==> config.mk <==
export PLATFORM = sky130hd
export DESIGN_NAME = prog_delay_line
export DESIGN_NICKNAME = d
export VERILOG_FILES = /design/src/rtl/prog_delay_line.sv
export SDC_FILE = /design/constraint.sdc
export NUM_CORES = 1
export LEC_CHECK = 0
export BUFFER_PORTS_ARGS = -buffer_cell sky130_fd_sc_hd__buf_2
export CAP_MARGIN = 10
export CORE_UTILIZATION = 56
export DETAILED_ROUTE_END_ITERATION = 8
export MAX_ROUTING_LAYER = met4
export PLACE_DENSITY = 0.78
export SLEW_MARGIN = 10
export SYNTH_ARGS = -nofsm -noshare
export SYNTH_HDL_FRONTEND = slang
export SYNTH_SLANG_ARGS = --single-unit
==> constraint.sdc <==
create_clock -name clk -period 4.6 [get_ports clk]
set_input_delay 0.92 -clock clk [delete_from_list [all_inputs] [get_ports clk]]
set_output_delay 0.92 -clock clk [all_outputs]
set_load 0.05 [all_outputs]
==> src/rtl/prog_delay_line.sv <==
// prog_delay_line
//   Runtime-programmable, multi-channel clocked delay line. Each channel delays
//   its WIDTH-bit input by 0..MAX_DELAY clk cycles. The delay is chosen per
//   channel at run time. A per-channel valid flag marks settled output data.
//   Used in the readout datapath to align hit/strobe streams between pixel groups.
//
// Ports
//   clk         single clock, rising edge
//   reset       synchronous, active-high; clears all state and blanks outputs
//   en          advance enable; low freezes write pointer, ring and fill
//   bypass      1 = dout follows din combinationally and all channels are valid
//   dly_sel     per-channel delay select, ch i at [i*DW +: DW]
//   din         per-channel data, ch i at [i*WIDTH +: WIDTH]
//   dout        delayed data, forced to 0 while the channel is not valid
//   dout_valid  per-channel: fill depth covers the programmed delay
//   cfg_err     sticky flag: a dly_sel above MAX_DELAY was sampled
module prog_delay_line #(
    parameter  int WIDTH     = 1,
    parameter  int CHANNELS  = 4,
    parameter  int MAX_DELAY = 15,
    localparam int DW        = $clog2(MAX_DELAY + 1)
) (
    input  logic                      clk,
    input  logic                      reset,
    input  logic                      en,
    input  logic                      bypass,
    input  logic [CHANNELS*DW-1:0]    dly_sel,
    input  logic [CHANNELS*WIDTH-1:0] din,
    output logic [CHANNELS*WIDTH-1:0] dout,
    output logic [CHANNELS-1:0]       dout_valid,
    output logic                      cfg_err
);

    localparam logic [DW-1:0] MAXD = DW'(MAX_DELAY);
    localparam logic [DW-1:0] LAST = DW'(MAX_DELAY - 1);
    localparam logic [DW:0]   MAXE = (DW+1)'(MAX_DELAY);

    logic [WIDTH-1:0]    ring [CHANNELS][MAX_DELAY];
    logic [DW-1:0]       wptr;
    logic [DW-1:0]       dly_q   [CHANNELS];
    logic [DW-1:0]       fill    [CHANNELS];
    logic [DW-1:0]       dly_new [CHANNELS];
    logic [CHANNELS-1:0] dly_over;

    // Out-of-range selects are clamped to the deepest legal delay.
    always_comb begin
        dly_over = '0;
        for (int i = 0; i < CHANNELS; i++) begin
            dly_over[i] = dly_sel[i*DW +: DW] > MAXD;
            dly_new[i]  = dly_over[i] ? MAXD : dly_sel[i*DW +: DW];
        end
    end

    always_ff @(posedge clk) begin
        if (reset) begin
            wptr    <= '0;
            cfg_err <= 1'b0;
            for (int i = 0; i < CHANNELS; i++) begin
                dly_q[i] <= '0;
                fill[i]  <= '0;
                for (int j = 0; j < MAX_DELAY; j++) begin
                    ring[i][j] <= '0;
                end
            end
        end else begin
            if (|dly_over) begin
                cfg_err <= 1'b1;
            end
            for (int i = 0; i < CHANNELS; i++) begin
                // Config is sampled even while frozen.
                dly_q[i] <= dly_new[i];
                if (en) begin
                    ring[i][wptr] <= din[i*WIDTH +: WIDTH];
                end
                // A delay change restarts the fill count; this wins over the increment.
                if (dly_new[i] != dly_q[i]) begin
                    fill[i] <= '0;
                end else if (en && (fill[i] != MAXD)) begin
                    fill[i] <= fill[i] + 1'b1;
                end
            end
            if (en) begin
                wptr <= (wptr == LAST) ? '0 : wptr + 1'b1;
            end
        end
    end

    // Read slot is (wptr - d) mod MAX_DELAY. For d == MAX_DELAY this is the
    // oldest entry, which is about to be overwritten on the coming edge.
    always_comb begin
        logic [DW:0]      sum;
        logic [DW-1:0]    idx;
        logic [WIDTH-1:0] data;
        logic             ok;
        dout       = '0;
        dout_valid = '0;
        sum        = '0;
        idx        = '0;
        data       = '0;
        ok         = 1'b0;
        for (int i = 0; i < CHANNELS; i++) begin
            sum = {1'b0, wptr} + MAXE - {1'b0, dly_q[i]};
            if (sum >= MAXE) begin
                sum = sum - MAXE;
            end
            idx  = sum[DW-1:0];
            ok   = fill[i] >= dly_q[i];
            data = (dly_q[i] == '0) ? din[i*WIDTH +: WIDTH] : ring[i][idx];
            if (reset) begin
                dout[i*WIDTH +: WIDTH] = '0;
                dout_valid[i]          = 1'b0;
            end else if (bypass) begin
                dout[i*WIDTH +: WIDTH] = din[i*WIDTH +: WIDTH];
                dout_valid[i]          = 1'b1;
            end else begin
                dout[i*WIDTH +: WIDTH] = ok ? data : '0;
                dout_valid[i]          = ok;
            end
        end
    end

endmodule

; Yosys cells after proc, flatten, opt, wreduce, memory -nomap -nowiden
; Memories as Yosys holds them, arrays and structs flattened.
; Cells that the tools add are included.
[totals]
memories = 3
latchBits = 0
ram_bits = 92
ff_bits = 5
rom_bits = 0
out_inout_bits = 9
input_bits = 24
[op_classes]
reduce_logical = 10
div_mod_pow = 0
shifts = 0
add_sub_neg = 14
bitwise_logic = 77
n_lt_le_gt_ge = 18
n_eq_ne = 9
mul = 0
n_mux = 153
[mem_list]
columns = memory, depth, width, read_ports, rd_clocked_by_memory_dff, wr, line
row1 = ring, 4, 15, 4, 0, 4, 38  ; logic [WIDTH-1:0] ring [CHANNELS][MAX_DELAY];
row2 = dly_q, 4, 4, 4, 0, 4, 40  ; logic [DW-1:0] dly_q [CHANNELS];
row3 = fill, 4, 4, 4, 0, 4, 41  ; logic [DW-1:0] fill [CHANNELS];
[ops]
columns = op, n
row1 = two-way mux 1 bit, 126
row2 = two-way mux 4 bit, 21
row3 = bitwise OR 1 bit, 72
row4 = ">= comparator 5 bit, second input constant", 5
row5 = NOT 4 -> 5 bit, 5
row6 = "adder 4 x 1 -> 4 bit, second input constant", 5
row7 = ">= comparator 5 x 4 -> 1 bit, second input constant", 4
row8 = subtractor 5 x 4 -> 5 bit, 4
row9 = binary-select mux 1 bit (select 4 bit), 4
row10 = >= comparator 4 bit, 4
row11 = "> comparator 4 bit, second input constant", 4
row12 = logical NOT 4 bit, 4
row13 = inequality test 4 bit, 4
row14 = "inequality test 4 bit, second input constant", 4
row15 = "subtractor 4 bit, second input constant", 4
row16 = two-way mux 15 bit, 1
row17 = "adder 4 x 4 -> 5 bit, second input constant", 1
row18 = logical AND 1 bit, 5
row19 = "< comparator 5 x 1 -> 1 bit, second input constant", 1
row20 = demux 1 bit (select 4 bit), 1
row21 = "== test 4 bit, second input constant", 1
row22 = OR reduction 4 bit, 1

; Longest topological paths before layout
; Gate-level depths: netlist of the first run.
[logic_depth]
word_depth = 12
depth_mapped = 14
depth_no_buf = 14

; Least setup slack after synthesis of the first run
; Ideal clock, no wire load.
[synth_timing]
path_kind = reg-to-output
start = register wptr[0]
end = output dout[0]
arrival_time_ns = 4.359
path_stages_with_launch = 13
setup_slack_ns = -0.679
cell_sequence = dfxtp_1 > inv_1 > ha_1 > fa_1 > nand2b_1 > a21oi_1 > xor2_1 > a31o_2 > a21oi_2 > nor2b_1 > o211ai_1 > a311o_1 > a21boi_0
[synth_via]
elab_chain_len = 12
word_cells_on_any_way = 13
[synth_rtl]
columns = item, line
row1 = "start, declared", 39  ; logic [DW-1:0] wptr;
row2 = "start signal, assigned", 83  ; wptr <= (wptr == LAST) ? '0 : wptr + 1'b1;
row3 = adder 4 x 4 -> 5 bit (*), 102  ; sum = {1'b0, wptr} + MAXE - {1'b0, dly_q[i]};
row4 = subtractor 5 x 4 -> 5 bit (*), 102
row5 = subtractor 4 bit / >= comparator 5 x 4 -> 1 bit (equally long branches), "104, 103"
row6 = two-way mux 4 bit (*), 103  ; if (sum >= MAXE) begin
row7 = NOT 4 -> 5 bit (not written as such) (*), 108  ; data = (dly_q[i] == '0) ? din[i*WIDTH +: WIDTH] : ring[i][idx];
row8 = binary-select mux 1 bit (select 4 bit) (*), 108
row9 = two-way mux 1 bit (not written as such) (*) (2 in a row), 108
row10 = two-way mux 1 bit (*), 108
row11 = two-way mux 1 bit (*), 116  ; dout[i*WIDTH +: WIDTH] = ok ? data : '0;
row12 = two-way mux 1 bit (*), 112  ; end else if (bypass) begin
row13 = two-way mux 1 bit (*), 109  ; if (reset) begin
row14 = "end, declared", 29  ; output logic [CHANNELS*WIDTH-1:0] dout,
; Every way passes the cells marked *; elsewhere a longest branch is shown, timed or not. The select of a mux whose other input is x is not followed.

; Worst setup path in the final report of the first run
[layout_timing]
start = register wptr[1]
end = output dout[3]
; Same word-level chain as after synthesis.

==> results_dict.tcl, run 1 <==
set metrics [dict create \
    netlist_instances 739 \
    grt_antenna_before_repair 0 \
    async_flop_share_pct 0 \
    crit_arrival_ns 3.86 \
    crit_required_ns 3.68 \
    ys_warn_count 0 \
    worstSetupStartpointType "flop" \
    die_y_um 110 \
    grt-ovfl-total 0 \
    vias 5935 \
    setup_viol 1 \
    first_pass_iters 5 \
    die_x_um 110 \
    failed_checks "negative setup slack" \
    clk_path_buf_depth 2 \
    tritoncts "yes" \
    num-fill-cells 770 \
    clock-sinks 96 \
    setup.worst_path.end "dout[3]" \
    std_cell_rows 38 \
    timing.fmax_mhz 209 \
    synthFlopType "dfxtp_1" \
    port_buffers 31 \
    r2r_cells 5 \
    cts_hold_buffers 0 \
    crit_start "wptr[1]" \
    end_kind "output port" \
    synthDistinctLibCells 64 \
    layout-drive-gt1-share_pct 25.4 \
    core_um2 11100 \
    grt_max_degree 66 \
    worstReg2RegStart "wptr[2]" \
    vias_per_cell 6.29 \
    slew_headroom_pct 42.4 \
    rr_endpoint "ring[1][0]" \
    ys_top_cells_by_area "edfxtp_1 (22%), dfxtp_1 (15%), ha_1 (8.7%)" \
    numCtsBuffers 9 \
    dr.first_iter.drc_count 660 \
    avgSynthCellArea_um2 8.79 \
    outcome "finished, violations left" \
    place_congestion 0.926 \
    p_leak_nw 3.11 \
    wire_per_inst_um 19.5 \
    min_period_ns 4.78 \
    final_nets 872 \
    ios 33 \
    yosysTopAreaCell "edfxtp_1" \
    grt_use_met1_pct 36.1 \
    hold_viol_final 0 \
    ant_nets 0 \
    grt_pass1_wl_um 27400 \
    synth-edff-count 47 \
    maxCapViolations 0 \
    critical_path_class "flop to output port" \
    htreeDepth 3 \
    fin_crit_sh_pct 104 \
    syn_nets 812 \
    p_per_area_nw_per_um2 412 \
    worstHoldPathType "flop to flop" \
    clock_latency_ns 0.36 \
    start_util_pct 58.7 \
    rsz0062_at_grt "true" \
    layout_common_cells "nand2_1 (88), a21oi_1 (54), nor2_1 (48), nand3_1 (48), edfxtp_1 (47)" \
    drc 0 \
    tightest_slew_ns 0.861 \
    synth_seq_cells 96 \
    dieArea_um2 12000 \
    fin_worst_skew_ns 0.00912 \
    cts-root-buf "clkbuf_16" \
    grtUsageMet3_pct 6.34 \
    dpl.hpwl_um 12000 \
    fin_total_pwr_mw 3.31 \
    clk_pin_slew_ns 0.07 \
    ir_drop_uv 339 \
    reg2reg_slack_ns 2.29 \
    worst-path-max-fanout 5 \
    gr-max-usage-layer "met2" \
    area_delta_synth_final_pct 23.5 \
    layout_commonest_cell "nand2_1" \
    diodes 0 \
    drv_slew 0 \
    first_global_vias 5707 \
    place_area_um2 6890 \
    synth_top_area_share_pct 21.7 \
    postLayoutCellArea_um2 8020 \
    track_usage_pct 31.1 \
    yosysSeqAreaShare_pct 36.8 \
    met2_usage_pct 53.2 \
    timing.final.ws_setup_ns -0.176 \
    wl_um 18400 \
    synth_area_um2 6500 \
]
[synthesized netlist by cell type (5+ instances only)]
library cell / instances
nor3_1: 11
inv_1: 36
nor4_1: 8
nor2_1: 58
edfxtp_1: 47
mux2i_1: 14
xor2_1: 22
ha_1: 45
nor2b_1: 21
a31o_2: 6
xnor2_1: 27
nand2_1: 88
a211oi_1: 5
o21ai_0: 17
a21oi_1: 62
nand2b_1: 44
dfxtp_1: 49
and3_1: 17
nand3_1: 48
o211ai_1: 7
clkbuf_1: 27
[flip-flops by register name, indices dropped and copies added (netlist names)]
register  count
ring         60
fill         16
dly_q        16
wptr          4
[layout make-up]
| cell class | instances | area (µm²) | area share [%] |
|---|---|---|---|
| timing repair buffer | 81 | 571 | 7.11 |
| clock inverter | 6 | 43.8 | 0.546 |
| sequential | 96 | 2400 | 29.9 |
| inverter | 36 | 135 | 1.68 |
| multi-input combinational | 575 | 4470 | 55.8 |
| tap | 140 | 175 | 2.18 |
| clock buffer | 10 | 229 | 2.85 |
[through the flow]
stage	hold slack (ns)	utilization, %	setup WS, ns	cells	setup TNS (ns)
detailed placement	0.450	62.2	-0.0295	903	-0.0401
CTS	0.460	68.4	-0.0290	934	-0.0770
finish	0.460	72.4	-0.176	944	-0.176
global placement	0.441	62.2	0.133	903	0
floorplan	0.433	-	0.0206	739	0
global route	0.482	72.4	-0.176	944	-0.379
[cells by family (layout without fill, tap and decap cells)]
kind of cell / count (synthesis) / in the layout / share of synthesized area (%)
and+or+nand+nor: 316 / 316 / 24.1
AOI/OAI and AO/OA: 139 / 139 / 14.1
DFF: 96 / 96 / 36.8
buffers and inverters: 68 / 133 / 4.22
xor gates and xnor gates: 50 / 50 / 7.03
adders and majority gates: 49 / 49 / 9.90
muxes: 20 / 20 / 3.77
other: 1 / 1 / 0.0577
[how the worst min path moves through the flow]
| stage | from | slack [ns] | endpoint | cells past startpoint |
|---|---|---|---|---|
| floorplan | ring[2][4] | 0.43 | ring[2][4] | 2 |
| global placement | ring[3][2] | 0.44 | ring[3][2] | 2 |
| detailed placement | ring[3][8] | 0.45 | ring[3][8] | 2 |
| CTS | ring[3][8] | 0.46 | ring[3][8] | 2 |
| global route | ring[2][4] | 0.48 | ring[2][4] | 2 |
| finish | ring[2][1] | 0.46 | ring[2][1] | 2 |
[worst max-delay path: stages, from the launching register on]
cell      delay (ns)
dfxtp_2         0.35
inv_2           0.07
ha_4            0.29
fa_2            0.42
nand2b_4        0.17
a21oi_4         0.22
xnor2_2         0.16
o21ai_2         0.14
xnor2_2         0.31
mux4_2          0.59
mux2i_1         0.22
nor2_1          0.07
a311o_1         0.31
buf_6           0.17
[power by group]
part           internal (mW)  leakage (nW)  switching, mW
Clock                  0.370         0.131          0.353
Combinational          0.736          2.06          0.899
Sequential             0.926         0.916         0.0249
Total                   2.03          3.11           1.28
[layer usage]
metal  share of wire, %  vias up
li1                   -     2726
met1                 40     2852
met2                 49      290
met3                6.7       67
met4                3.8        0
met5                  0        -
[timing repair]
item | 4_1_cts | 5_1_grt
resized for setup | 60 | 67
cloned | 0 | 0
endpoints found under the setup margin | 4 | 4
buffers inserted | 15 | 10
pin swaps | 19 | 34
Note: power is estimated with default switching activity, not from simulation.
==> run 2: changes to the inputs <==
Settings changed: CORE_ASPECT_RATIO from default to 0.8, CTS_CLUSTER_SIZE from default to 10.
==> run 2 against run 1 <==
  * The run still ends with negative setup slack left
  * Via count decreased by 2.5%
  * Flip-flop and latch count stayed put
  * Sequential share of layout area grew 0.26 points
  * Critical endpoint is now dout[0]
  * Power shrank 0.60%
  * Non-clock buffer count rose by 3
  * Global-route usage down 0.93 points
==> results_dict.tcl, run 2 (synthesized netlist as in run 1, its figures left out) <==
set metrics [dict create \
    numCtsBuffers 9 \
    p_per_area_nw_per_um2 414 \
    first_global_vias 5618 \
    failed_checks "negative setup slack" \
    ios 33 \
    largest_reg_flops 60 \
    die_x_um 122 \
    timing.final.ws_setup_ns -0.0246 \
    clock-sinks 96 \
    ir_drop_uv 299 \
    timing.fmax_mhz 216 \
    final_cells 951 \
    dpl.hpwl_um 12000 \
    cts-root-buf "clkbuf_16" \
    num-fill-cells 800 \
    critical_path_class "flop to output port" \
    port_buffers 31 \
    p_leak_nw 3.14 \
    die_y_um 98.4 \
    layout-drive-gt1-share_pct 23.5 \
    fin_crit_sh_pct 101 \
    core_um2 11100 \
    clk_path_buf_depth 2 \
    setup_viol 2 \
    dieArea_um2 12000 \
    clk_pin_slew_ns 0.07 \
    end_kind "output port" \
    fin_tns_setup_ns -0.0253 \
    htreeDepth 3 \
    layout_common_cells "nand2_1 (88), a21oi_1 (54), buf_4 (54)" \
    largestRegisters "ring: 60 flops, dly_q: 16 flops, fill: 16 flops" \
    dp.cells 914 \
    worstHoldPathType "flop to flop" \
    wl_met3_um 1170 \
    maxCapViolations 0 \
    diodes 0 \
    ant_nets 0 \
    dr.first_iter.drc_count 534 \
    drv_slew 0 \
    tritoncts "yes" \
    hold_viol_final 0 \
    vias_per_cell 6.08 \
    grt-ovfl-total 0 \
    wl_um 17200 \
    min_period_ns 4.62 \
    wire_per_inst_um 18.1 \
    start_util_pct 58.5 \
    grt_pass1_wl_um 27500 \
    top_layer "met4" \
    fin_util_pct 71.6 \
    layout_commonest_cell "nand2_1" \
    fin_total_pwr_mw 3.29 \
    crit_chain "buf_8 > nor3_4 > xor2_1 > buf_4 > buf_4 > ha_4 > nor2_4 > a21oi_4 > xor2_2 > a31o_2 > a21oi_4 > nor2b_4 > o211ai_1 > a311o_1 > a21boi_2 > buf_6" \
    crit_required_ns 3.68 \
    vias 5786 \
    crit_buf_inv 4 \
    worstSetupStartpointType "flop" \
    clock_latency_ns 0.34 \
    place_congestion 0.873 \
    area_delta_synth_final_pct 22.3 \
    critical_path.slowest_cell "a311o_1" \
    critPathTopFamily "compound AO/OA/AOI/OAI gates" \
    drc 0 \
    crit_arrival_ns 3.70 \
    worst-path-max-fanout 7 \
    grt_antenna_before_repair 0 \
    slew_headroom_pct 41.8 \
    top_register "ring" \
    std_cell_rows 34 \
    dp_slack_ns 0.00786 \
    met2_length_um 8250 \
    first_pass_iters 6 \
    outcome "finished, violations left" \
    track_usage_pct 30.1 \
    wl_met1_um 7320 \
    tightest_slew_ns 0.870 \
    rsz0062_at_grt "true" \
    final_nets 875 \
    grt_max_degree 61 \
    critPathMaxStageDelay_ns 0.35 \
    fin_worst_skew_ns 0.00808 \
]
## run 2: cell count changes in the layout (fill, tap and decap cells not counted), sizes merged
cell and delta:
bufinv +1, clkinvlp -1, clkbuf +1, clkinv -3
inv +2, buf +3
## run 2: final timing paths
check                                   to  cells past startpoint  slack (ns)        from
worst max register to register  ring[1][1]                      6        2.22     wptr[0]
worst max-delay path               dout[0]                     16       -0.02     wptr[0]
worst min-delay path            ring[3][2]                      2        0.45  ring[3][2]
worst min register to register  ring[3][2]                      2        0.45  ring[3][2]
## run 2: metal layers
metal  track usage [%]  vias to the layer above
met4              8.82                        0
li1                  -                     2726
met1              38.6                     2752
met5                 -                        -
met2              49.1                      266
met3              4.50                       42
## run 2: cell type report
type / instances / area [µm²] / share of cell area [%]
Clock buffer: 11 / 275 / 3.46
Inverter: 36 / 138 / 1.73
Tap cell: 144 / 180 / 2.27
Timing Repair Buffer: 84 / 578 / 7.27
Sequential cell: 96 / 2390 / 30.1
Multi-Input combinational cell: 575 / 4340 / 54.6
Clock inverter: 5 / 45.0 / 0.567
## run 2: through the flow
step	instance area [µm²]	hold slack, ns
floorplan	6510	0.433
global placement	6950	0.443
detailed placement	6950	0.444
CTS	7600	0.453
global route	7950	0.476
finish	7950	0.454
## run 2: timing repair
item,4_1_cts,5_1_grt
setup endpoints to repair,4,4
setup buffers,9,12
cloned,0,0
pin swaps,16,30
hold buffers,0,0
gates resized for setup,53,45
## run 2: tightest hold or removal path, delay by kind of cell, from the launching register on
| kind | cells | cell delay, ns |
|---|---|---|
| flops | 1 | 0.31 |
| compound gates | 1 | 0.05 |
| simple gates | 1 | 0.05 |
## run 2: report_power, final
| group | internal [mW] | leakage (nW) | total (mW) | switching (mW) |
|---|---|---|---|---|
| logic | 0.703 | 2.05 | 1.54 | 0.837 |
| registers | 0.926 | 0.915 | 0.950 | 0.0237 |
| clock network | 0.462 | 0.166 | 0.800 | 0.337 |
| total | 2.09 | 3.14 | 3.29 | 1.20 |
==> run 3: changes to the inputs <==
Settings changed: CORE_UTILIZATION 56 to 58, CTS_BUF_LIST from default to sky130_fd_sc_hd__clkbuf_8, PLACE_DENSITY 0.78 to 0.8.
==> run 3 against run 2 <==
  * The run still ends with negative setup slack left
  * Flip-flop and latch count stayed put
  * Worst setup slack lost 0.23 ns
  * Non-clock buffer count increased by 10
  * Final area rose by 2.0%
  * Fmax decreased by 4.8%
  * Sequential power about the same
  * Critical endpoint unchanged
==> results_dict.tcl, run 3 (synthesized netlist as in run 1, its figures left out) <==
set metrics [dict create \
    timing.final.ws_setup_ns -0.257 \
    crit_buf_inv 7 \
    grt_antenna_before_repair 0 \
    critical_path_class "flop to output port" \
    clk_pin_slew_ns 0.09 \
    vias_per_cell 6.31 \
    core_um2 10900 \
    min_period_ns 4.86 \
    htreeDepth 3 \
    layout_common_cells "nand2_1 (87), buf_4 (59), a21oi_1 (53)" \
    vias 6065 \
    power_frac_comb_pct 53.1 \
    worstSetupStartpointType "flop" \
    largest_reg_flops 60 \
    p_switching_mw 1.27 \
    start_util_pct 59.7 \
    first_global_vias 5911 \
    wl_um 19200 \
    largestRegisters "ring: 60 flops, dly_q: 16 flops, fill: 16 flops" \
    dpl.hpwl_um 11900 \
    hold_slack_ns 0.459 \
    fin_total_pwr_mw 3.22 \
    ant_nets 0 \
    crit_chain "inv_4 > ha_4 > clkinvlp_4 > buf_6 > buf_6 > ha_4 > a21oi_2 > nand2_2 > xor2_4 > buf_6 > nor3_4 > buf_6 > a211oi_4 > a211oi_2 > a21oi_2 > a41oi_2 > a21boi_2 > buf_6" \
    fin_worst_skew_ns 0.00807 \
    numCtsBuffers 9 \
    cts_hold_buffers 0 \
    seqPwrFrac_pct 29.6 \
    place_congestion 0.927 \
    p_per_area_nw_per_um2 397 \
    tritoncts "yes" \
    critical_path.slowest_cell "dfxtp_4" \
    drc 0 \
    worstHoldPathType "flop to flop" \
    port_buffers 31 \
    clk_path_buf_depth 2 \
    die_y_um 96.7 \
    sw_frac_of_total_pct 39.5 \
    drv_slew 0 \
    grt_use_met1_pct 40.7 \
    wire_per_inst_um 20.0 \
    worst-path-max-fanout 4 \
    track_usage_pct 33.0 \
    dp.cells 910 \
    cts-root-buf "clkbuf_8" \
    layout-drive-gt1-share_pct 26.4 \
    cell_internal_pwr_mw 1.95 \
    crit_required_ns 3.68 \
    grt_max_degree 41 \
    critPathTopFamily "compound AO/OA/AOI/OAI gates" \
    met2_usage_pct 53.5 \
    area_delta_synth_final_pct 24.7 \
    hold_viol_final 0 \
    first_pass_iters 6 \
    maxCapViolations 0 \
    die_x_um 120 \
    p_leak_nw 3.16 \
    clock_latency_ns 0.38 \
    crit_arrival_ns 3.94 \
    cpMostUsedCell "buf_6" \
    setup_viol 4 \
    slew_headroom_pct 37.4 \
    timing.fmax_mhz 206 \
    clockPowerShare_pct 17.4 \
    grt_pass1_wl_um 29300 \
    diodes 0 \
    fin_tns_setup_ns -0.479 \
    dieArea_um2 11600 \
    critPathMaxStageDelay_ns 0.38 \
    dr.first_iter.drc_count 594 \
    grtUsageMet3_pct 6.01 \
    clock-sinks 96 \
    std_cell_rows 34 \
    outcome "finished, violations left" \
    final_cells 961 \
    postLayoutCellArea_um2 8100 \
    final_nets 885 \
    ir_drop_uv 305 \
    failed_checks "negative setup slack" \
    tightest_slew_ns 0.936 \
    grt-ovfl-total 0 \
    fin_crit_sh_pct 106 \
    layout_commonest_cell "nand2_1" \
    gr-max-usage-layer "met2" \
    place_area_um2 6920 \
    top_register "ring" \
    ios 33 \
    rsz0062_at_grt "true" \
    end_kind "output port" \
]
run 3: cell count changes in the layout (fill, tap and decap cells not counted), moves of 3 or more:
cell / delta
clkbuf_16: -11
clkbuf_8: +9
buf_4: +5
buf_6: +5
xor2_2: -5
xor2_4: +5
ha_4: +4
clkinv_2: +3
ha_1: -3
run 3: power by group through the flow:
stage,clock network [mW],registers (mW),logic (mW)
3_3_place_gp,0,0.967,1.09
3_5_place_dp,0,0.968,1.14
5_1_grt,0.592,0.954,1.80
6_report,0.559,0.951,1.71
2_1_floorplan,0,0.962,0.858
4_1_cts,0.562,0.949,1.41
run 3: metal layers:
metal,up-vias,wire [µm]
met4,0,902
met5,-,0
met3,91,1580
li1,2746,-
met1,2875,7360
met2,353,9340
run 3: tightest hold or removal path: cells and delay by family, from the launching register on:
| family | cells | cell delay [ns] |
|---|---|---|
| AND/OR/NAND/NOR | 1 | 0.05 |
| flip-flops | 1 | 0.32 |
| AO/OA/AOI/OAI | 1 | 0.05 |
run 3: area by class of cell:
cell class / instances / area, µm²
flip-flops and latches: 96 / 2400
fillers: 706 / 2790
repair buffers: 94 / 677
inverters: 36 / 144
well taps: 144 / 180
multi-input cells: 575 / 4520
clock inverters: 7 / 61.3
clock buffers: 9 / 124
run 3: through the flow:
step | worst slack, ns | utilization [%]
floorplan | 0.0206 | -
global placement | 0.0329 | 63.5
detailed placement | -0.0822 | 63.5
CTS | -0.0189 | 71.3
global route | -0.287 | 74.4
finish | -0.257 | 74.4
run 3: path summary, 6_finish.rpt:
kind / slack (ns) / cells after the start / start / to
worst max-delay path: -0.26 / 18 / wptr[0] / dout[0]
worst min-delay path: 0.46 / 2 / ring[2][12] / ring[2][12]
worst max register to register: 2.16 / 5 / wptr[2] / ring[1][0]
worst min register to register: 0.46 / 2 / ring[2][12] / ring[2][12]
run 3: timing repair:
action	in CTS	in global routing
setup buffers	23	12
gates cloned	0	0
endpoints found under the setup margin	4	4
resized for setup	89	42
pin swaps	26	25
